==> config.mk <==
export PLATFORM = sky130hd
export DESIGN_NAME = uart_baud_ctrl
export DESIGN_NICKNAME = d
export VERILOG_FILES = /design/src/rtl/uart_baud_ctrl.sv
export SDC_FILE = /design/constraint.sdc
export NUM_CORES = 1
export LEC_CHECK = 0
export CORE_UTILIZATION = 46
export CTS_CLUSTER_DIAMETER = 50
export DETAILED_ROUTE_END_ITERATION = 8
export GPL_TIMING_DRIVEN = 0
export PLACE_DENSITY = 0.76
export SYNTH_ARGS = -nofsm -noshare
export SYNTH_HDL_FRONTEND = slang
export SYNTH_SLANG_ARGS = --single-unit
==> constraint.sdc <==
create_clock -name clk_i -period 3.1 [get_ports clk_i]
set_input_delay 0.62 -clock clk_i [delete_from_list [all_inputs] [get_ports clk_i]]
set_output_delay 0.62 -clock clk_i [all_outputs]
set_load 0.02 [all_outputs]
==> src/rtl/uart_baud_ctrl.sv <==
// UART baud controller: divisor register, 8x oversampling tick generator and
// optional 0x55 autobaud calibration (compiled in when BAUD_AUTOCAL_EN is defined).
module uart_baud_ctrl #(
    parameter int unsigned CLK_RATE  = 100_000_000,
    parameter int unsigned BAUD_RATE = 3_000_000,
    parameter int unsigned OVSAMP    = 8,
    parameter int unsigned DIV_W     = 16
) (
    input  logic             clk_i,
    input  logic             rst_ni,
    input  logic             rx_i,
    input  logic             div_we_i,
    input  logic [DIV_W-1:0] div_i,
    input  logic             cal_req_i,
    output logic             cal_busy_o,
    output logic             cal_done_o,
    output logic             cal_err_o,
    output logic [DIV_W-1:0] div_o,
    output logic             ovsamp_tick_o
);

    localparam int unsigned DIV_RAW   = CLK_RATE / (OVSAMP * BAUD_RATE);
    localparam int unsigned DIV_RST_I = (DIV_RAW < 1) ? 1 : DIV_RAW;
    localparam logic [DIV_W-1:0] DIV_RST = DIV_W'(DIV_RST_I);
    localparam logic [DIV_W-1:0] DIV_ONE = DIV_W'(1);

    generate
        if (OVSAMP != 8) begin : g_ovsamp_check
            $error("uart_baud_ctrl: OVSAMP must be 8");
        end
    endgenerate

    logic [DIV_W-1:0] div_q, div_d;
    logic [DIV_W-1:0] tcnt_q, tcnt_d;
    logic             tick;
    logic             cal_load;
    logic [DIV_W-1:0] cal_div;

    assign tick          = (tcnt_q == (div_q - DIV_ONE));
    assign ovsamp_tick_o = tick;
    assign div_o         = div_q;

    // A manual write always wins over a calibration result landing in the same cycle.
    always_comb begin
        div_d  = div_q;
        tcnt_d = tick ? '0 : tcnt_q + DIV_ONE;
        if (div_we_i) begin
            div_d  = (div_i == '0) ? DIV_ONE : div_i;
            tcnt_d = '0;
        end else if (cal_load) begin
            div_d  = cal_div;
            tcnt_d = '0;
        end
    end

    always_ff @(posedge clk_i or negedge rst_ni) begin
        if (!rst_ni) begin
            div_q  <= DIV_RST;
            tcnt_q <= '0;
        end else begin
            div_q  <= div_d;
            tcnt_q <= tcnt_d;
        end
    end

`ifdef BAUD_AUTOCAL_EN
    localparam logic [1:0] ST_IDLE      = 2'd0;
    localparam logic [1:0] ST_WAIT_EDGE = 2'd1;
    localparam logic [1:0] ST_MEASURE   = 2'd2;
    localparam logic [1:0] ST_FINISH    = 2'd3;
    localparam int MCNT_W = DIV_W + 6;
    localparam int RES_W  = DIV_W + 7;
    localparam logic [MCNT_W-1:0] MCNT_LAST = {{(MCNT_W-1){1'b1}}, 1'b0};

    logic [1:0]        state_q, state_d;
    logic              rx_q;
    logic [MCNT_W-1:0] mcnt_q, mcnt_d;
    logic [1:0]        ecnt_q, ecnt_d;
    logic              done_q, done_d;
    logic              err_q, err_d;
    logic              fall;
    logic [RES_W-1:0]  res;
    logic              res_bad;

    assign fall = rx_q & ~rx_i;
    // Evaluated on the 5th edge, where the final count is mcnt_q+1; hence +1 on top of the +32 rounding.
    assign res     = (RES_W'(mcnt_q) + RES_W'(33)) >> 6;
    assign res_bad = (res == '0) || (res[RES_W-1:DIV_W] != '0);
    assign cal_div = res[DIV_W-1:0];

    assign cal_busy_o = (state_q != ST_IDLE);
    assign cal_done_o = done_q;
    assign cal_err_o  = err_q;

    always_comb begin
        state_d  = state_q;
        mcnt_d   = mcnt_q;
        ecnt_d   = ecnt_q;
        done_d   = 1'b0;
        err_d    = 1'b0;
        cal_load = 1'b0;
        case (state_q)
            ST_IDLE: begin
                if (cal_req_i) begin
                    state_d = ST_WAIT_EDGE;
                end
            end
            ST_WAIT_EDGE: begin
                if (fall) begin
                    mcnt_d  = '0;
                    ecnt_d  = '0;
                    state_d = ST_MEASURE;
                end
            end
            ST_MEASURE: begin
                mcnt_d = mcnt_q + 1'b1;
                if (mcnt_q == MCNT_LAST) begin
                    err_d   = 1'b1;
                    state_d = ST_IDLE;
                end else if (fall) begin
                    ecnt_d = ecnt_q + 2'd1;
                    if (ecnt_q == 2'd3) begin
                        state_d = ST_FINISH;
                        if (res_bad) begin
                            err_d = 1'b1;
                        end else begin
                            done_d   = 1'b1;
                            cal_load = 1'b1;
                        end
                    end
                end
            end
            ST_FINISH: begin
                state_d = ST_IDLE;
            end
            default: begin
                state_d = ST_IDLE;
            end
        endcase
        // Software aborts a calibration by writing the divisor directly.
        if (div_we_i) begin
            state_d  = ST_IDLE;
            done_d   = 1'b0;
            err_d    = 1'b0;
            cal_load = 1'b0;
        end
    end

    always_ff @(posedge clk_i or negedge rst_ni) begin
        if (!rst_ni) begin
            state_q <= ST_IDLE;
            rx_q    <= 1'b1;
            mcnt_q  <= '0;
            ecnt_q  <= '0;
            done_q  <= 1'b0;
            err_q   <= 1'b0;
        end else begin
            state_q <= state_d;
            rx_q    <= rx_i;
            mcnt_q  <= mcnt_d;
            ecnt_q  <= ecnt_d;
            done_q  <= done_d;
            err_q   <= err_d;
        end
    end
`else
    logic unused_cal_inputs;

    assign unused_cal_inputs = ^{rx_i, cal_req_i};
    assign cal_load   = 1'b0;
    assign cal_div    = '0;
    assign cal_busy_o = 1'b0;
    assign cal_done_o = 1'b0;
    assign cal_err_o  = 1'b0;
`endif

endmodule

==> flow_metrics.env, run 1 <==
export IMPL_status="finished with violations"
export IMPL_violations="negative setup slack"
export IMPL_max_slew_worst_pin_slew_ns=0.756
export IMPL_grt_max_degree=33
export IMPL_clock_sinks=32
export IMPL_numPortBuffers=34
export IMPL_clock_skew_ns=0.00400
export IMPL_ys_ff_latch=32
export IMPL_antenna_cells=0
export IMPL_grt_pass1_wl_um=7390
export IMPL_antenna_left=0
export IMPL_grt_antenna_before_repair=0
export IMPL_slowest_delay_ns=0.55
export IMPL_dieArea_um2=4590
export IMPL_cp_start_kind="flip-flop"
export IMPL_top_usage_layer="met2"
export IMPL_cts_htree_levels=2
export IMPL_synth_area_per_cell_um2=10.1
export IMPL_grt_usage=0.223
export IMPL_critical_path_class="flip-flop to output pin"
export IMPL_synth_adder_area_share=0.0126
export IMPL_cts_tree="done"
export IMPL_grt_overflow_total=0
export IMPL_drt_iter0_markers=84
export IMPL_num_rows=23
export IMPL_clock_latency_ns=0.29
export IMPL_dpl_cell_area_um2=2410
export IMPL_finish_utilization=0.638
export IMPL_cts_root_buf="clkbuf_8"
export IMPL_drt_pre_antenna_iters=4
export IMPL_wirelength_um=4760
export IMPL_syn_cell_area_um2=1990
export IMPL_setup_viol=1
export IMPL_use_met1=0.310
export IMPL_drc=0
export IMPL_layout_cells_non_filler=297
export IMPL_place_ws_ns=-1.19
export IMPL_peakVddDrop_mv=0.262
export IMPL_period_share=1.07
export IMPL_crit_chain="or4_4 > or3_4 > a2111oi_4 > o2111ai_2 > a2111oi_4 > buf_6 > buf_6"
export IMPL_synth_cells=197
export IMPL_synth_warnings=0
export IMPL_period_needed_ns=3.32
export IMPL_synth_edf_count=0
export IMPL_whs_ns=0.381
export IMPL_hold_viol=0
export IMPL_yosysSeqAreaShare=0.403
export IMPL_critPathTopFamily="simple AND/OR/NAND/NOR gates"
export IMPL_ys_flop_type="dfrtp_1"
export IMPL_nets=269
export IMPL_netlist_cell_type_count=48
export IMPL_fmax_mhz=301
export IMPL_core_area_um2=4090
export IMPL_die_w_um=67.8
export IMPL_mostFrequentLayoutCells="clkdlybuf4s50_1 (32), dfrtp_1 (28), xnor2_1 (16)"
export IMPL_power_density_nw_per_um2=409
export IMPL_p_total_mw=1.07
export IMPL_synthSimpleGateAreaFrac=0.229
export IMPL_tns_ns=-0.218
export IMPL_numCtsBuffers=5
export IMPL_total_leakage_power_nw=1.02
export IMPL_cp_max_fo=4
export IMPL_grtUsageMet3=0.0743
export IMPL_drv_cap=0
export IMPL_synth_mux_area_frac=0.0786
export IMPL_synth_top_family_by_area="simple AND/OR/NAND/NOR gates"
export IMPL_fin_ws_ns=-0.218
export IMPL_maxSlewViolCount=0
export IMPL_clk_pin_slew_ns=0.07
export IMPL_arrival_ns=2.70
export IMPL_max_slew_margin=0.496
export IMPL_fin_area_um2=2610
export IMPL_hpwlAfterDp_um=3350
export IMPL_hp_class="primary input to asynchronous set/reset pin"
export IMPL_rsz0062_at_grt="yes"
export IMPL_ys_async_sr_fraction=1.00
export IMPL_vias=1692
export IMPL_crit_path_end_kind="output pin"
export IMPL_fillCellCount=360
export IMPL_clock_path_buffers=2
export IMPL_crit_required_ns=2.48
export IMPL_ios=41
export IMPL_crit_slowest_cell="or4_4"
export IMPL_drive_above_1_share=0.247
export IMPL_start_util=0.487
export IMPL_synth_xor_area_frac=0.128
export IMPL_synth_compound_area_frac=0.0994
export IMPL_dp_cells=283
export IMPL_grtUsageMet2=0.332
export IMPL_die_y_um=67.8
export IMPL_layout_commonest_cell="clkdlybuf4s50_1"
export IMPL_wire_per_inst_um=16.0
export IMPL_grt_pass1_vias=1577
export IMPL_cp_buffers_inverters=2
export IMPL_viasPerCell=5.70
export IMPL_synthToLayoutAreaGrowth_pct=31.0
export IMPL_place_gp_congestion=0.825
==> synth_stat cells (2+ instances only) <==
library cell,instances,area [µm²]
a21oi_1,3,15.0
and3_1,2,12.5
buf_1,2,7.51
buf_4,3,22.5
buf_6,2,22.5
clkbuf_1,6,22.5
dfrtp_1,31,776
ha_1,2,25.0
inv_1,4,15.0
mux2_2,13,146
nand2_1,11,41.3
nand3_1,8,40.0
nand4_1,4,25.0
nor2_1,9,33.8
nor2b_1,4,25.0
nor3_1,14,70.1
nor3_2,9,90.1
nor4_1,5,31.3
o211ai_1,2,15.0
o21ai_0,4,20.0
o22ai_1,2,12.5
o31ai_1,2,15.0
or3_1,2,12.5
or4_1,2,15.0
xnor2_1,16,140
xor2_1,13,114
==> what timing repair did <==
| action | 4_1_cts | 5_1_grt |
|---|---|---|
| hold buffers | 0 | 0 |
| setup endpoints to repair | 12 | 1 |
| pin swaps | 5 | 6 |
| buffers inserted | 5 | 3 |
| resized for setup | 15 | 1 |
==> cell type report <==
cell class | count | area, µm² | share of cell area
Clock inverter | 2 | 10.0 | 0.00384
Multi-Input combinational cell | 149 | 1170 | 0.449
Buffer | 12 | 63.8 | 0.0245
Timing Repair Buffer | 42 | 397 | 0.152
Tap cell | 50 | 62.6 | 0.0240
Clock buffer | 6 | 82.6 | 0.0317
Inverter | 4 | 15.0 | 0.00576
Sequential cell | 32 | 806 | 0.309
==> where the power goes <==
part / total (mW) / internal, mW / switching [mW]
clock network: 0.336 / 0.177 / 0.159
logic: 0.251 / 0.127 / 0.124
registers: 0.480 / 0.443 / 0.0368
total: 1.07 / 0.747 / 0.319
==> registers in the layout (all words and copies together) (netlist names) <==
signal / flops
tcnt_q: 16
div_o: 16
==> routing by layer <==
metal  up-vias  routed length, µm
met1       827               2170
met3         9                280
met5         -                  0
met2        50               2240
met4         0                 59
li1        806                  -
==> path summary, 6_finish.rpt <==
| kind | cells after the start | slack [ns] | endpoint | startpoint |
|---|---|---|---|---|
| max in group asynchronous | 1 | 2.22 | div_o[7] | rst_ni |
| worst min register to register | 1 | 0.53 | tcnt_q[0] | tcnt_q[0] |
| worst min-delay path | 1 | 0.38 | div_o[14] | rst_ni |
| worst max-delay path | 7 | -0.22 | ovsamp_tick_o | div_o[8] |
| worst max register to register | 8 | 0.40 | tcnt_q[13] | div_o[8] |
| min in group clk_i | 1 | 0.53 | tcnt_q[0] | tcnt_q[0] |
==> cell families (layout without fill, tap and decap cells) <==
kind of cell	Yosys count	after routing
compound gates	24	24
xor+xnor	29	29
fa+ha+maj	2	2
buf+inv	18	66
flops	32	32
mux	14	14
other cells	1	3
simple gates	77	77
==> worst reg2reg max path: stages, from the launching register on <==
cell and delay, ns:
dfrtp_2 0.41, or4_4 0.55, or3_4 0.35, a2111oi_4 0.30
o2111ai_2 0.17, a2111oi_4 0.36, buf_6 0.17, buf_4 0.19
nor3_2 0.07
Note: power is estimated with default switching activity, not from simulation.
==> inputs of run 2 (changes only) <==
--- a/config.mk
+++ b/config.mk
@@ -6,9 +6,9 @@
 export NUM_CORES = 1
 export LEC_CHECK = 0
 export CORE_UTILIZATION = 46
+export CTS_BUF_LIST = sky130_fd_sc_hd__clkbuf_8 sky130_fd_sc_hd__clkbuf_16
 export CTS_CLUSTER_DIAMETER = 50
 export DETAILED_ROUTE_END_ITERATION = 8
-export GPL_TIMING_DRIVEN = 0
 export PLACE_DENSITY = 0.76
 export SYNTH_ARGS = -nofsm -noshare
 export SYNTH_HDL_FRONTEND = slang
==> run 2 against run 1 <==
The flow still finishes with violations (negative setup slack). Clock skew grew 0.0031 ns. Sequential power down 3%. Final cell count up 1.7%. Combinational power increased by 12%. First-iteration DRC count increased by 25%. Highest routed layer unchanged. Critical path type unchanged. Die area unchanged. Utilization up 0.67 points. Sequential cell count is the same. Global-route usage rose by 1.2 points. Fmax up 4.8%. Non-clock buffer count increased by 5.
==> flow_metrics.env, run 2 (synthesis results as in run 1) <==
export IMPL_drive_above_1_share=0.266
export IMPL_register_area_um2=805
export IMPL_max_slew_worst_pin_slew_ns=0.781
export IMPL_multi_input_area_um2=1130
export IMPL_maxSlewViolCount=0
export IMPL_clk_pin_slew_ns=0.06
export IMPL_synthToLayoutAreaGrowth_pct=32.4
export IMPL_dp_cells=294
export IMPL_clock_latency_ns=0.29
export IMPL_grt_max_degree=33
export IMPL_cp_buffers_inverters=1
export IMPL_clock_path_buffers=2
export IMPL_wire_per_inst_um=15.5
export IMPL_drc=0
export IMPL_drt_pre_antenna_iters=4
export IMPL_status="finished with violations"
export IMPL_start_util=0.487
export IMPL_cts_root_buf="clkbuf_8"
export IMPL_critical_path_class="flip-flop to output pin"
export IMPL_rsz0062_at_grt="yes"
export IMPL_fin_area_um2=2630
export IMPL_post_cts_setup_buffers=0
export IMPL_power_density_nw_per_um2=408
export IMPL_dieArea_um2=4590
export IMPL_clock_sinks=32
export IMPL_nets=274
export IMPL_min_path_cells=1
export IMPL_hold_viol=0
export IMPL_period_needed_ns=3.17
export IMPL_critPathTopFamily="simple AND/OR/NAND/NOR gates"
export IMPL_fin_ws_ns=-0.0657
export IMPL_dpl_cell_area_um2=2520
export IMPL_clock_skew_ns=0.00715
export IMPL_layout_cells_non_filler=302
export IMPL_hp_class="flip-flop to flip-flop"
export IMPL_vias=1680
export IMPL_ios=41
export IMPL_setup_viol=1
export IMPL_numCtsBuffers=5
export IMPL_core_area_um2=4090
export IMPL_die_w_um=67.8
export IMPL_numPortBuffers=35
export IMPL_fillCellCount=329
export IMPL_crit_required_ns=2.48
export IMPL_crit_path_end_kind="output pin"
export IMPL_grt_overflow_total=0
export IMPL_crit_chain="or4_4 > or4_1 > a211oi_2 > o22ai_2 > a2111oi_4 > buf_4"
export IMPL_grt_antenna_before_repair=0
export IMPL_drt_iter0_markers=105
export IMPL_fmax_mhz=316
export IMPL_num_rows=23
export IMPL_slowest_delay_ns=0.53
export IMPL_antenna_left=0
export IMPL_cp_max_fo=3
export IMPL_cts_tree="done"
export IMPL_period_share=1.02
export IMPL_viasPerCell=5.56
export IMPL_total_leakage_power_nw=1.07
export IMPL_cp_start_kind="flip-flop"
export IMPL_die_y_um=67.8
export IMPL_reg2reg_depth=7
export IMPL_place_ws_ns=-0.212
export IMPL_wirelength_um=4690
export IMPL_place_gp_congestion=0.808
export IMPL_max_slew_margin=0.478
export IMPL_grt_pass1_wl_um=7730
export IMPL_drv_cap=0
export IMPL_mostFrequentLayoutCells="clkdlybuf4s50_1 (34), dfrtp_1 (29), buf_4 (25), xnor2_1 (16), nor3_1 (14)"
export IMPL_grt_usage=0.235
export IMPL_arrival_ns=2.55
export IMPL_cts_htree_levels=2
export IMPL_path_depth=6
export IMPL_grt_pass1_vias=1626
export IMPL_violations="negative setup slack"
export IMPL_antenna_cells=0
export IMPL_hpwlAfterDp_um=3420
export IMPL_peakVddDrop_mv=0.317
export IMPL_layout_commonest_cell="clkdlybuf4s50_1"
export IMPL_holdBufCountCts=0
export IMPL_crit_slowest_cell="or4_4"
## run 2: changes by cell type in the layout (fill, tap and decap cells not counted), sizes merged
cell and delta:
clkdlybuf4s50 +2, clkinv -2, inv +2, clkbuf -6
buf +9
## run 2: per-layer routing
metal,wire length (µm),vias up,GRT usage
li1,-,813,-
met2,2250,32,0.369
met1,2220,829,0.307
met5,0,-,0
met4,64,0,0.0798
met3,156,6,0.0659
## run 2: path summary, 6_finish.rpt
kind,start,end,slack (ns)
worst max-delay path,div_o[9],ovsamp_tick_o,-0.07
worst min-delay path,tcnt_q[0],tcnt_q[0],0.53
worst max register to register,div_o[9],tcnt_q[15],0.53
worst min register to register,tcnt_q[0],tcnt_q[0],0.53
max in group asynchronous,rst_ni,div_o[2],2.04
min in group asynchronous,rst_ni,div_o[10],0.73
## run 2: area by class of cell
class / count / share of cell area
clock inverter: 2 / 0.00285
multi-input combinational: 149 / 0.430
clock buffer: 6 / 0.0314
inverter: 4 / 0.00570
timing repair buffer: 59 / 0.200
sequential: 32 / 0.305
tap: 50 / 0.0238
## run 2: what timing repair did
item,in CTS,in global routing
setup endpoints to repair,1,1
gates resized for setup,6,3
pin swaps,0,0
## run 2: power by group
group | internal [mW] | total [mW] | switching, mW
sequential | 0.443 | 0.465 | 0.0223
combinational | 0.144 | 0.281 | 0.137
clock | 0.174 | 0.328 | 0.154
## run 2: worst register-to-register path: stages, from the launching register on
cell	delay [ns]
dfrtp_2	0.40
or4_4	0.53
or4_1	0.42
a211oi_2	0.22
o22ai_2	0.11
a2111oi_4	0.37
buf_4	0.31
nor3_1	0.09
## run 2: metrics by stage
step                hold slack (ns)  TNS [ns]  utilization  power [mW]
global route                  0.564    -0.164        0.645        1.13
detailed placement            0.524    -0.212        0.618       0.748
finish                        0.534   -0.0657        0.645        1.07
global placement              0.511    -0.225        0.618       0.743
CTS                           0.533   -0.0822        0.641        1.08
floorplan                     0.324   -0.0864            -       0.620
==> inputs of run 3 (changes only) <==
--- a/config.mk
+++ b/config.mk
@@ -5,6 +5,7 @@
 export SDC_FILE = /design/constraint.sdc
 export NUM_CORES = 1
 export LEC_CHECK = 0
+export CORE_MARGIN = 2
 export CORE_UTILIZATION = 46
 export CTS_BUF_LIST = sky130_fd_sc_hd__clkbuf_8 sky130_fd_sc_hd__clkbuf_16
 export CTS_CLUSTER_DIAMETER = 50
==> run 3 against run 2 <==
The run still ends with negative setup slack left. Global-route usage down 3.7 points. Setup slack improved by 0.037 ns. Critical path depth unchanged. First-iteration DRC count fell by 57%. Die area is 6.0% higher. Sequential power hardly changed. Cell area is 0.19% lower. Worst hold slack improved by 0.016 ns. Sequential share of layout area is 0.058 points higher. Count of clock-buffer cells in the layout stayed put. Critical path type unchanged. Largest power group unchanged.
==> flow_metrics.env, run 3 (synthesis results as in run 1) <==
export IMPL_status="finished with violations"
export IMPL_violations="negative setup slack"
export IMPL_period_share=1.01
export IMPL_dpl_cell_area_um2=2510
export IMPL_wirelength_um=4550
export IMPL_layout_cells_non_filler=300
export IMPL_place_ws_ns=-0.223
export IMPL_drive_above_1_share=0.260
export IMPL_clock_latency_ns=0.29
export IMPL_min_to="tcnt_q[0]"
export IMPL_crit_slowest_cell="or4_4"
export IMPL_fin_area_um2=2630
export IMPL_clock_skew_ns=0.00544
export IMPL_worstHoldStart="tcnt_q[0]"
export IMPL_hpwlAfterDp_um=3410
export IMPL_die_w_um=69.8
export IMPL_cp_start_kind="flip-flop"
export IMPL_viasPerCell=5.39
export IMPL_fmax_mhz=320
export IMPL_grt_pass1_vias=1636
export IMPL_dieArea_um2=4870
export IMPL_period_needed_ns=3.13
export IMPL_hold_viol=0
export IMPL_drt_pre_antenna_iters=4
export IMPL_min_path_cells=1
export IMPL_antenna_left=0
export IMPL_peakVddDrop_mv=0.291
export IMPL_slowest_delay_ns=0.54
export IMPL_synthToLayoutAreaGrowth_pct=32.1
export IMPL_drt_iter0_markers=45
export IMPL_drv_cap=0
export IMPL_cp_max_fo=3
export IMPL_cts_tree="done"
export IMPL_vias=1617
export IMPL_wire_per_inst_um=15.2
export IMPL_rsz0062_at_grt="yes"
export IMPL_start_util=0.487
export IMPL_fillCellCount=345
export IMPL_drc=0
export IMPL_die_y_um=69.8
export IMPL_hp_class="flip-flop to flip-flop"
export IMPL_cts_root_buf="clkbuf_8"
export IMPL_power_frac_clock=0.303
export IMPL_r2r_slack_ns=0.55
export IMPL_fin_ws_ns=-0.0283
export IMPL_grt_usage=0.198
export IMPL_power_frac_seq=0.437
export IMPL_ios=41
export IMPL_grt_antenna_before_repair=0
export IMPL_critical_path_class="flip-flop to output pin"
export IMPL_cts_htree_levels=2
export IMPL_layout_commonest_cell="clkdlybuf4s50_1"
export IMPL_crit_required_ns=2.48
export IMPL_power_density_nw_per_um2=405
export IMPL_crit_path_end_kind="output pin"
export IMPL_grt_max_degree=33
export IMPL_numCtsBuffers=5
export IMPL_nets=272
export IMPL_clock_path_buffers=2
export IMPL_max_slew_margin=0.479
export IMPL_clk_pin_slew_ns=0.07
export IMPL_antenna_cells=0
export IMPL_holdBufCountCts=0
export IMPL_maxSlewViolCount=0
export IMPL_clock_sinks=32
export IMPL_num_rows=23
export IMPL_place_gp_congestion=0.817
export IMPL_dp_cells=292
export IMPL_mostFrequentLayoutCells="clkdlybuf4s50_1 (34), dfrtp_1 (29), buf_4 (23), xnor2_1 (16), nor3_1 (14)"
export IMPL_whs_ns=0.550
export IMPL_arrival_ns=2.51
export IMPL_switching_share=0.288
export IMPL_reg2reg_depth=7
export IMPL_finish_utilization=0.643
export IMPL_setup_viol=1
export IMPL_crit_chain="or4_4 > or4_1 > a211oi_2 > o22ai_2 > a2111oi_4 > buf_4"
export IMPL_p_sw_uw=307
export IMPL_combPwrFrac=0.260
export IMPL_grt_overflow_total=0
export IMPL_total_leakage_power_nw=1.05
export IMPL_core_area_um2=4090
export IMPL_p_int_uw=758
export IMPL_timing_rr_start="div_o[9]"
export IMPL_grt_pass1_wl_um=7690
export IMPL_numPortBuffers=35
export IMPL_r2r_end="tcnt_q[15]"
export IMPL_max_slew_worst_pin_slew_ns=0.779
==> run 3: repair_timing <==
item	in CTS	in global routing
resized for setup	9	1
endpoints found under the setup margin	1	1
buffers inserted	0	0
pin swaps	1	0
hold endpoints to repair	0	0
==> run 3: critical path: cells and delay by family, from the launching register on <==
family / cells / cell delay (ns)
AND/OR/NAND/NOR: 2 / 0.97
AO/OA/AOI/OAI: 3 / 0.64
flip-flops: 1 / 0.40
buffers and inverters: 1 / 0.21
==> run 3: metal layers <==
| metal | GRT usage | share of wire | vias to the layer above |
|---|---|---|---|
| met3 | 0.0436 | 0.059 | 8 |
| li1 | - | - | 806 |
| met2 | 0.320 | 0.47 | 48 |
| met1 | 0.262 | 0.45 | 755 |
| met4 | 0.0705 | 0.015 | 0 |
| met5 | 0 | 0 | - |
==> run 3: worst max path at each step <==
stage                   from             to  slack (ns)  cells after the start
floorplan           div_o[9]  ovsamp_tick_o       -0.09                      7
global placement    div_o[9]  ovsamp_tick_o       -0.22                      6
detailed placement  div_o[9]  ovsamp_tick_o       -0.22                      6
CTS                 div_o[9]  ovsamp_tick_o       -0.05                      6
global route        div_o[9]  ovsamp_tick_o       -0.11                      6
finish              div_o[9]  ovsamp_tick_o       -0.03                      6
==> run 3: per-stage QoR <==
stage / setup TNS [ns] / power (mW)
2_1_floorplan: -0.0864 / 0.620
3_3_place_gp: -0.224 / 0.740
3_5_place_dp: -0.223 / 0.745
4_1_cts: -0.0537 / 1.08
5_1_grt: -0.114 / 1.12
6_report: -0.0283 / 1.07
==> run 3: power groups by stage <==
stage / logic [mW] / registers (mW) / clock network [mW]
after global routing: 0.300 / 0.469 / 0.349
after floorplan: 0.117 / 0.503 / 0
final: 0.277 / 0.466 / 0.322
after detailed placement: 0.273 / 0.472 / 0
after CTS: 0.279 / 0.465 / 0.333
after global placement: 0.270 / 0.470 / 0
==> run 3: area by class of cell <==
type | instances | area [µm²] | area share
clock buffers | 6 | 82.6 | 0.0314
clock inverters | 2 | 7.51 | 0.00286
inverters | 4 | 15.0 | 0.00571
multi-input cells | 149 | 1140 | 0.435
flip-flops and latches | 32 | 805 | 0.306
well taps | 50 | 62.6 | 0.0238
repair buffers | 57 | 513 | 0.195
